==> config.mk <==
export PLATFORM = sky130hd
export DESIGN_NAME = lfsr_noise_sequencer
export DESIGN_NICKNAME = d
export VERILOG_FILES = /design/src/rtl/lfsr_noise_sequencer_pkg.sv /design/src/rtl/lfsr_noise_sequencer.sv
export SDC_FILE = /design/constraint.sdc
export NUM_CORES = 1
export LEC_CHECK = 0
export CAP_MARGIN = 20
export CORE_MARGIN = 3
export CORE_UTILIZATION = 49
export DETAILED_ROUTE_END_ITERATION = 8
export PLACE_DENSITY = 0.83
export SLEW_MARGIN = 15
export SYNTH_ARGS = -nofsm -noshare
export SYNTH_HDL_FRONTEND = slang
export SYNTH_SLANG_ARGS = --single-unit
==> constraint.sdc <==
create_clock -name clk -period 3.83 [get_ports clk]
set_input_delay 0.383 -clock clk [delete_from_list [all_inputs] [get_ports clk]]
set_output_delay 0.383 -clock clk [all_outputs]
set_load 0.1 [all_outputs]
==> src/rtl/lfsr_noise_sequencer_pkg.sv <==
// Shared types and constants for the noise LFSR sequencer.
// State encoding, default seed and seed substitution helper.
package lfsr_noise_sequencer_pkg;

  typedef enum logic [2:0] {
    S_IDLE  = 3'd0,
    S_DELAY = 3'd1,
    S_LOAD  = 3'd2,
    S_RUN   = 3'd3,
    S_FLUSH = 3'd4
  } seq_state_t;

  localparam logic [31:0] SEED_DEFAULT_VAL = 32'h0000_0001;

  // An all-zero seed would lock the LFSR, so swap in a default.
  function automatic logic [31:0] seed_fix(
    input logic [31:0] s,
    input logic [31:0] dflt
  );
    return (s == '0) ? dflt : s;
  endfunction

endpackage

==> src/rtl/lfsr_noise_sequencer.sv <==
// Drives clear/load/advance for the 32-bit noise LFSR.
// Handles start delay, bursts, continuous mode, reseed and abort.
module lfsr_noise_sequencer
  import lfsr_noise_sequencer_pkg::*;
#(
  parameter int          WORD_BITS    = 32,
  parameter int          CNT_W        = 16,
  parameter logic [31:0] SEED_DEFAULT = SEED_DEFAULT_VAL
) (
  input  logic             clk,
  input  logic             rst,
  input  logic             I_start,
  input  logic             I_stop,
  input  logic             I_reload,
  input  logic [31:0]      I_seed,
  input  logic [CNT_W-1:0] I_start_delay,
  input  logic [CNT_W-1:0] I_burst_len,
  output logic             O_lfsr_reset,
  output logic             O_lfsr_load,
  output logic [31:0]      O_lfsr_seed,
  output logic             O_lfsr_next,
  output logic             O_noise_valid,
  output logic             O_busy,
  output logic             O_done,
  output logic [CNT_W-1:0] O_word_count
);

  localparam int BW = $clog2(WORD_BITS);
  localparam logic [BW-1:0] BLAST = BW'(WORD_BITS - 1);

  seq_state_t       state, state_nxt;
  logic [CNT_W-1:0] dcnt, dcnt_nxt;
  logic [CNT_W-1:0] burst, burst_nxt;
  logic [CNT_W-1:0] wcnt_nxt;
  logic [BW-1:0]    bcnt, bcnt_nxt;
  logic [31:0]      seed_nxt;
  logic             budget_hit;
  logic             pulse;

  assign budget_hit = (burst != '0) && (O_word_count == burst);

  always_comb begin
    state_nxt = state;
    dcnt_nxt  = dcnt;
    burst_nxt = burst;
    seed_nxt  = O_lfsr_seed;
    wcnt_nxt  = O_word_count;
    bcnt_nxt  = '0;
    pulse     = 1'b0;
    unique case (state)
      S_IDLE: begin
        if (I_start && !I_stop) begin
          seed_nxt  = seed_fix(I_seed, SEED_DEFAULT);
          dcnt_nxt  = I_start_delay;
          burst_nxt = I_burst_len;
          wcnt_nxt  = '0;
          state_nxt = (I_start_delay != '0) ? S_DELAY : S_LOAD;
        end
      end
      S_DELAY: begin
        if (I_stop)
          state_nxt = S_FLUSH;
        else if (dcnt <= CNT_W'(1))
          state_nxt = S_LOAD;
        else
          dcnt_nxt = dcnt - CNT_W'(1);
      end
      // A reseed after the last word must not start an extra one.
      S_LOAD: begin
        if (I_stop || budget_hit)
          state_nxt = S_FLUSH;
        else
          state_nxt = S_RUN;
      end
      S_RUN: begin
        if (I_stop)
          state_nxt = S_FLUSH;
        else if (budget_hit && bcnt == BLAST)
          state_nxt = S_FLUSH;
        else if (I_reload) begin
          seed_nxt  = seed_fix(I_seed, SEED_DEFAULT);
          state_nxt = S_LOAD;
        end else
          bcnt_nxt = (bcnt == BLAST) ? '0 : bcnt + BW'(1);
      end
      S_FLUSH: state_nxt = S_IDLE;
      default: state_nxt = S_IDLE;
    endcase
    if (state_nxt == S_RUN && bcnt_nxt == '0) begin
      pulse    = 1'b1;
      wcnt_nxt = O_word_count + CNT_W'(1);
    end
  end

  always_ff @(posedge clk or posedge rst) begin
    if (rst) begin
      state         <= S_IDLE;
      dcnt          <= '0;
      burst         <= '0;
      bcnt          <= '0;
      O_word_count  <= '0;
      O_lfsr_seed   <= '0;
      O_lfsr_reset  <= 1'b0;
      O_lfsr_load   <= 1'b0;
      O_lfsr_next   <= 1'b0;
      O_noise_valid <= 1'b0;
      O_busy        <= 1'b0;
      O_done        <= 1'b0;
    end else begin
      state         <= state_nxt;
      dcnt          <= dcnt_nxt;
      burst         <= burst_nxt;
      bcnt          <= bcnt_nxt;
      O_word_count  <= wcnt_nxt;
      O_lfsr_seed   <= seed_nxt;
      O_lfsr_reset  <= (state_nxt == S_FLUSH);
      O_lfsr_load   <= (state_nxt == S_LOAD);
      O_lfsr_next   <= pulse;
      O_noise_valid <= (state_nxt == S_RUN);
      O_busy        <= (state_nxt != S_IDLE);
      O_done        <= (state_nxt == S_FLUSH);
    end
  end

endmodule
==> Word-level counts from Yosys, hierarchy flattened <==
Cells that the tools add are included.
{ "op_classes": {"add_sub_neg": 3, "n_lt_le_gt_ge": 1, "mux": 28, "eq_ne": 14, "reduce_logical": 20} }
{ "op_table": {"columns": ["op", "count"], "rows": [
  ["$mux 32", 5],
  ["$mux 16", 6],
  ["$pmux 32 s2", 1],
  ["$logic_not 32->1", 1],
  ["$pmux 16 s2", 1],
  ["$reduce_bool 16->1", 2],
  ["$mux 5", 5],
  ["$mux 3", 7],
  ["$add 16x1->16 const B", 1],
  ["$eq 16x16->1", 1],
  ["$le 16x1->1 const B", 1],
  ["$sub 16x1->16 const B", 1],
  ["$eq 3x2->1 const B", 4],
  ["$ne 2x2->1 const B", 6],
  ["$pmux 3 s4", 1],
  ["$reduce_bool 2->1", 4],
  ["$add 5x1->5 const B", 1],
  ["$eq 5x5->1 const B", 1],
  ["$logic_not 5->1", 1],
  ["$reduce_and 5->1", 1],
  ["$logic_and 1x1->1", 4],
  ["$reduce_and 2->1", 2],
  ["$reduce_and 4->1", 1],
  ["$eq 3x1->1 const B", 1],
  ["7 further kinds", 7]
]} }
{ "word_totals": {"elab_cells": 77, "reg_bits": 93, "inputBits": 69, "out_inout_bits": 54} }

==> Logic depth before layout (Yosys ltp) <==
{ "logic_depth": {"ltp_word": 10, "depth_mapped": 12, "ltp_nobuf": 11} }

==> Worst setup path before layout <==
OpenSTA, ideal clock, no wires.
{ "synth_path": {"kind": "register -> register", "from": "register O_word_count[4]", "to": "register O_lfsr_seed[1]", "t_arrival_ps": 2692, "setup_time_ps": 128, "setup_slack_ps": 1009, "required_time_ps": 3702, "stages_incl_launch_ff": 10, "synth_period_minus_slack_ps": 2821, "path_buffers": 3, "cell_sequence": "dfrtp_1 buf_4 xor2_1 nor4_2 and3_2 and3_2 o31a_1 buf_2 buf_6 mux2_1"} }
{ "synth_between": {"elab_chain_cells": 5} }
{ "synth_lines": {"columns": ["item", "line_no", "source"], "rows": [
  ["from (decl)", "lfsr_noise_sequencer.sv:25", "output logic [CNT_W-1:0] O_word_count"],
  ["from (signal assigned)", "lfsr_noise_sequencer.sv:114", "O_word_count <= wcnt_nxt;"],
  ["$eq 16x16->1", "lfsr_noise_sequencer.sv:40", "assign budget_hit = (burst != '0) && (O_word_count == burst);"],
  ["$logic_and 1x1->1", "lfsr_noise_sequencer.sv:40", null],
  ["$logic_and 1x1->1", "lfsr_noise_sequencer.sv:78", "else if (budget_hit && bcnt == BLAST)"],
  ["$ne 2x2->1 (no source line)", null, null],
  ["$reduce_and 5->1 (no source line)", null, null],
  ["to (signal assigned)", "lfsr_noise_sequencer.sv:115", "O_lfsr_seed <= seed_nxt;"],
  ["to (decl)", "lfsr_noise_sequencer.sv:20", "output logic [31:0] O_lfsr_seed,"]
]} }
No other way between the ends.
A chain may end at the register's enable or synchronous reset.

==> Worst setup path after layout <==
{ "layout_path": {"from": "register bcnt[0]", "to": "register O_word_count[0]"} }
{ "layout_between": {"elab_chain_cells": 10, "elab_cells_between_ends": 18, "classes_between": "add/sub: 1; eq/ne: 2; mux: 9; reduce/logical: 6"} }
{ "layout_lines": {"columns": ["item", "line_no", "source"], "rows": [
  ["from (decl)", "lfsr_noise_sequencer.sv:35", "logic [BW-1:0] bcnt, bcnt_nxt;"],
  ["from (signal assigned)", "lfsr_noise_sequencer.sv:113", "bcnt <= bcnt_nxt;"],
  ["$add 5x1->5 / $eq 5x5->1 (equally long branches)", "lfsr_noise_sequencer.sv:84, lfsr_noise_sequencer.sv:78", null],
  ["$mux 5", "lfsr_noise_sequencer.sv:84", "bcnt_nxt = (bcnt == BLAST) ? '0 : bcnt + BW'(1);"],
  ["$mux 5", "lfsr_noise_sequencer.sv:80", "else if (I_reload) begin"],
  ["$mux 5", "lfsr_noise_sequencer.sv:78", null],
  ["$mux 5", "lfsr_noise_sequencer.sv:76", "if (I_stop)"],
  ["$mux 5", "lfsr_noise_sequencer.sv:50", "unique case (state)"],
  ["$logic_not 5->1", "lfsr_noise_sequencer.sv:89", "if (state_nxt == S_RUN && bcnt_nxt == '0) begin"],
  ["$logic_and 1x1->1 *", "lfsr_noise_sequencer.sv:89", null],
  ["$reduce_bool 2->1 (no source line)", null, null],
  ["$reduce_and 2->1 (no source line)", null, null]
]} }
Every way passes the cells marked *; elsewhere a longest branch is shown, timed or not.

==> reports/qor.yml <==
worst_setup_path:
  cp.arrival_ps: 3120
  critical_path.max_fanout: 11
  path_cells: "ha_1 -> and3_1 -> ha_1 -> inv_1 -> and3_1 -> a221oi_1 -> o21ai_1 -> a21oi_2 -> mux2_2"
  slowest_stage: "a21oi_2"
  cp-start-kind: "flip-flop"
  rr_worst_depth: 9
  r2r-end: "O_word_count[0]"
  path_class: "flip-flop to flip-flop"
  slowest_delay_ps: 480
  path_delay_family: "compound AO/OA/AOI/OAI gates"
  required_ps: 4140
  crit_buf_inv: 1
  rrSetupSlack_ps: 1020
  critPathCaptureType: "flip-flop"
  rr_startpoint: "bcnt[0]"
cells_and_area:
  stdcell_count: 725
  postLayoutCoreUtil: 0.670
  multi_input_area_um2: 2260
  fillers: 727
  ff_latch_area_um2: 2330
  drive_gt1_frac: 0.119
  syn_to_final_growth_pct: 31.1
  num_antenna_cells: 0
  nets: 665
power:
  clkPwrFrac: 0.191
  pwr-share-comb: 0.413
  ir_drop_mv: 0.257
  seqPwrFrac: 0.397
  p_switching_uw: 1530
  p_per_area_nw_per_um2: 538
  p_int_uw: 1830
  p_sw_frac: 0.455
  leakage_uw: 0.00265
route:
  dr_total_vias: 4049
  first_iter_violations: 267
  dr.pass1.iters: 5
  drc: 0
  vias_per_cell: 5.58
  wl_per_cell_um: 16.3
  final_antenna_net_count: 0
  wl_um: 11800
logic_synthesis:
  yosysWarningCount: 0
  synth-edff-count: 0
  syn_nets: 547
  async_flop_share: 1.00
  synth_cells: 473
  syn-cell-area_um2: 4760
  synth_compound_area_frac: 0.117
  synthFlopType: "dfrtp_1"
  synth_top_family_by_area: "simple AND/OR/NAND/NOR gates"
  yosysSeqAreaShare: 0.489
  synth.mux.area_fraction: 0.0862
  synth_simple_gate_area_share: 0.210
  ys_ff_latch: 93
  synth-xor-area-share: 0.0460
  yosys.cell_types.count: 63
  syn_avg_cell_area_um2: 10.1
  synth_adder_area_share: 0.0131
cts:
  cts_tree: "done"
  post_cts_buffers: 0
  clk_latency_ps: 370
  clockBufferDepth: 2
  cts_resized: 0
  cts_root_buf: "clkbuf_8"
  cts_hold_buf: 0
  path_clk_slew_ps: 100
  cts_sinks: 93
  cts_buffers: 9
  h-tree-depth: 3
sta:
  post-route-period-util: 0.733
  fin_setup_tns_ps: 0
  relSlewSlack: 0.305
  finalCriticalPeriod_ps: 2810
  drv_slew: 0
  setup_violations: 0
  tightest_slew_ps: 1040
  fin_skew_ps: 13.9
  hold_ws_ps: 482
  hold_viol: 0
  rsz0062_at_grt: "false"
  clock.fmax_ghz: 0.356
placed_design:
  place.gp.congestion: 0.837
  dp_hpwl_um: 8790
  io_buffers: 122
  placedCellCount: 709
status:
  status: "complete, no violations"
floorplan:
  start_util: 0.511
  ios: 123
  die_area_um2: 10900
  die_h_um: 105
  placementRows: 35
  die_w_um: 105
  core_area_um2: 9330
grt:
  antenna_found_initial: 0
  grt_usage: 0.218
  grt_start_max_net_pins: 62
  grt_pass1_vias: 3788
  grt_overflow: 0
  grt_first_pass_wirelength_um: 19400
job:
  maxCapViolCount: 0
min_path:
  hold_path_class: "input pin to async pin"
logic make-up after synthesis:
group,Yosys count
buffers and inverters,31
muxes,37
xor gates and xnor gates,25
DFF,93
and+or+nand+nor,203
AOI/OAI and AO/OA,79
adders and majority gates,5
placed cells by master (no fill, tap or decap), types with 3 or more instances in the layout:
cell type | synthesis | final
clkdlybuf4s50_1 | 0 | 122
dfrtp_1 | 93 | 93
nand2_1 | 79 | 79
nor2_1 | 34 | 34
mux2_2 | 27 | 27
nor4_1 | 22 | 22
a21oi_1 | 21 | 21
xor2_1 | 20 | 20
nand3_1 | 19 | 19
o21ai_0 | 18 | 18
nor3_1 | 12 | 12
clkbuf_8 | 0 | 9
inv_1 | 8 | 7
buf_4 | 2 | 7
nand4_1 | 6 | 6
a221o_1 | 6 | 6
xnor2_1 | 5 | 5
and3_1 | 5 | 5
mux2_1 | 5 | 5
mux2i_1 | 5 | 5
ha_1 | 5 | 5
o22ai_1 | 3 | 3
nand2b_1 | 3 | 3
o32ai_1 | 3 | 3
a22oi_1 | 3 | 3
clkinv_4 | 0 | 3
inv_8 | 0 | 3
routing by layer:
metal	share of wire	GRT usage
met1	0.45	0.297
met5	0	0
met4	0.016	0.0769
met2	0.48	0.355
met3	0.054	0.0358
synthesized netlist by cell type, drive strengths merged, types with 2 or more instances:
master	number	area share
a211oi	2	0.0032
a21o	2	0.0034
a21oi	22	0.024
a221o	7	0.015
a22o	3	0.0060
a22oi	3	0.0047
a31oi	2	0.0026
and2	2	0.0029
and3	7	0.0097
and4	2	0.0037
buf	11	0.023
clkbuf	11	0.0087
dfrtp	93	0.49
ha	5	0.013
inv	9	0.0071
mux2	32	0.076
mux2i	5	0.011
nand2	79	0.062
nand2b	3	0.0039
nand3	19	0.020
nand4	6	0.0079
nor2	35	0.029
nor2b	2	0.0026
nor3	14	0.018
nor3b	3	0.0058
nor4	23	0.032
nor4b	2	0.0037
o211ai	2	0.0032
o21ai	19	0.020
o22ai	4	0.0081
o2bb2ai	2	0.0037
o32ai	3	0.0055
or2	2	0.0026
or3	2	0.0026
xnor2	5	0.0092
xor2	20	0.037
sequential cells by signal (all words and copies together), names as in the netlist:
register / count
O_lfsr_seed: 32
dcnt: 16
O_busy: 1
O_done: 1
burst: 16
O_lfsr_next: 1
O_word_count: 16
state: 3
O_lfsr_load: 1
O_noise_valid: 1
bcnt: 5
worst reg2reg max path: cells and delay by family, from the launching register on:
family / cells / cell delay (ps)
compound gates: 3 / 1100
fa+ha+maj: 2 / 530
buf+inv: 1 / 60
flops: 1 / 430
mux: 1 / 250
simple gates: 2 / 390
area by class of cell:
type                            count  area share
Inverter                            9     0.00581
Sequential cell                    93       0.373
Clock buffer                        9      0.0198
Tap cell                          129      0.0258
Timing Repair Buffer              129       0.204
Multi-Input combinational cell    349       0.361
Clock inverter                      7      0.0108
through the flow:
step,instance area [µm²],total power (µW),setup WS [ps]
finish,6250,3360,1020
global route,6250,3510,846
CTS,6240,3380,1040
detailed placement,6050,2740,910
global placement,6050,2710,1010
floorplan,4760,2360,1010
power by group through the flow:
stage                     clock network [µW]  logic [µW]  registers (µW)
final                                    641        1390            1330
after global routing                     692        1460            1360
after CTS                                655        1390            1330
after detailed placement                   0        1390            1350
after global placement                     0        1370            1340
after floorplan                            0         376            1980
how the worst max path moves through the flow:
stage          depth (start not counted)                to       startpoint  slack (ps)
6_report                               9   O_word_count[0]          bcnt[0]        1020
5_1_grt                                9  O_word_count[12]          bcnt[0]         850
4_1_cts                                9   O_word_count[0]          bcnt[0]        1040
3_5_place_dp                          10   O_word_count[0]           I_stop         910
3_3_place_gp                          10   O_word_count[0]           I_stop        1010
2_1_floorplan                          9    O_lfsr_seed[1]  O_word_count[4]        1010
(Power assumes the default switching activity.)
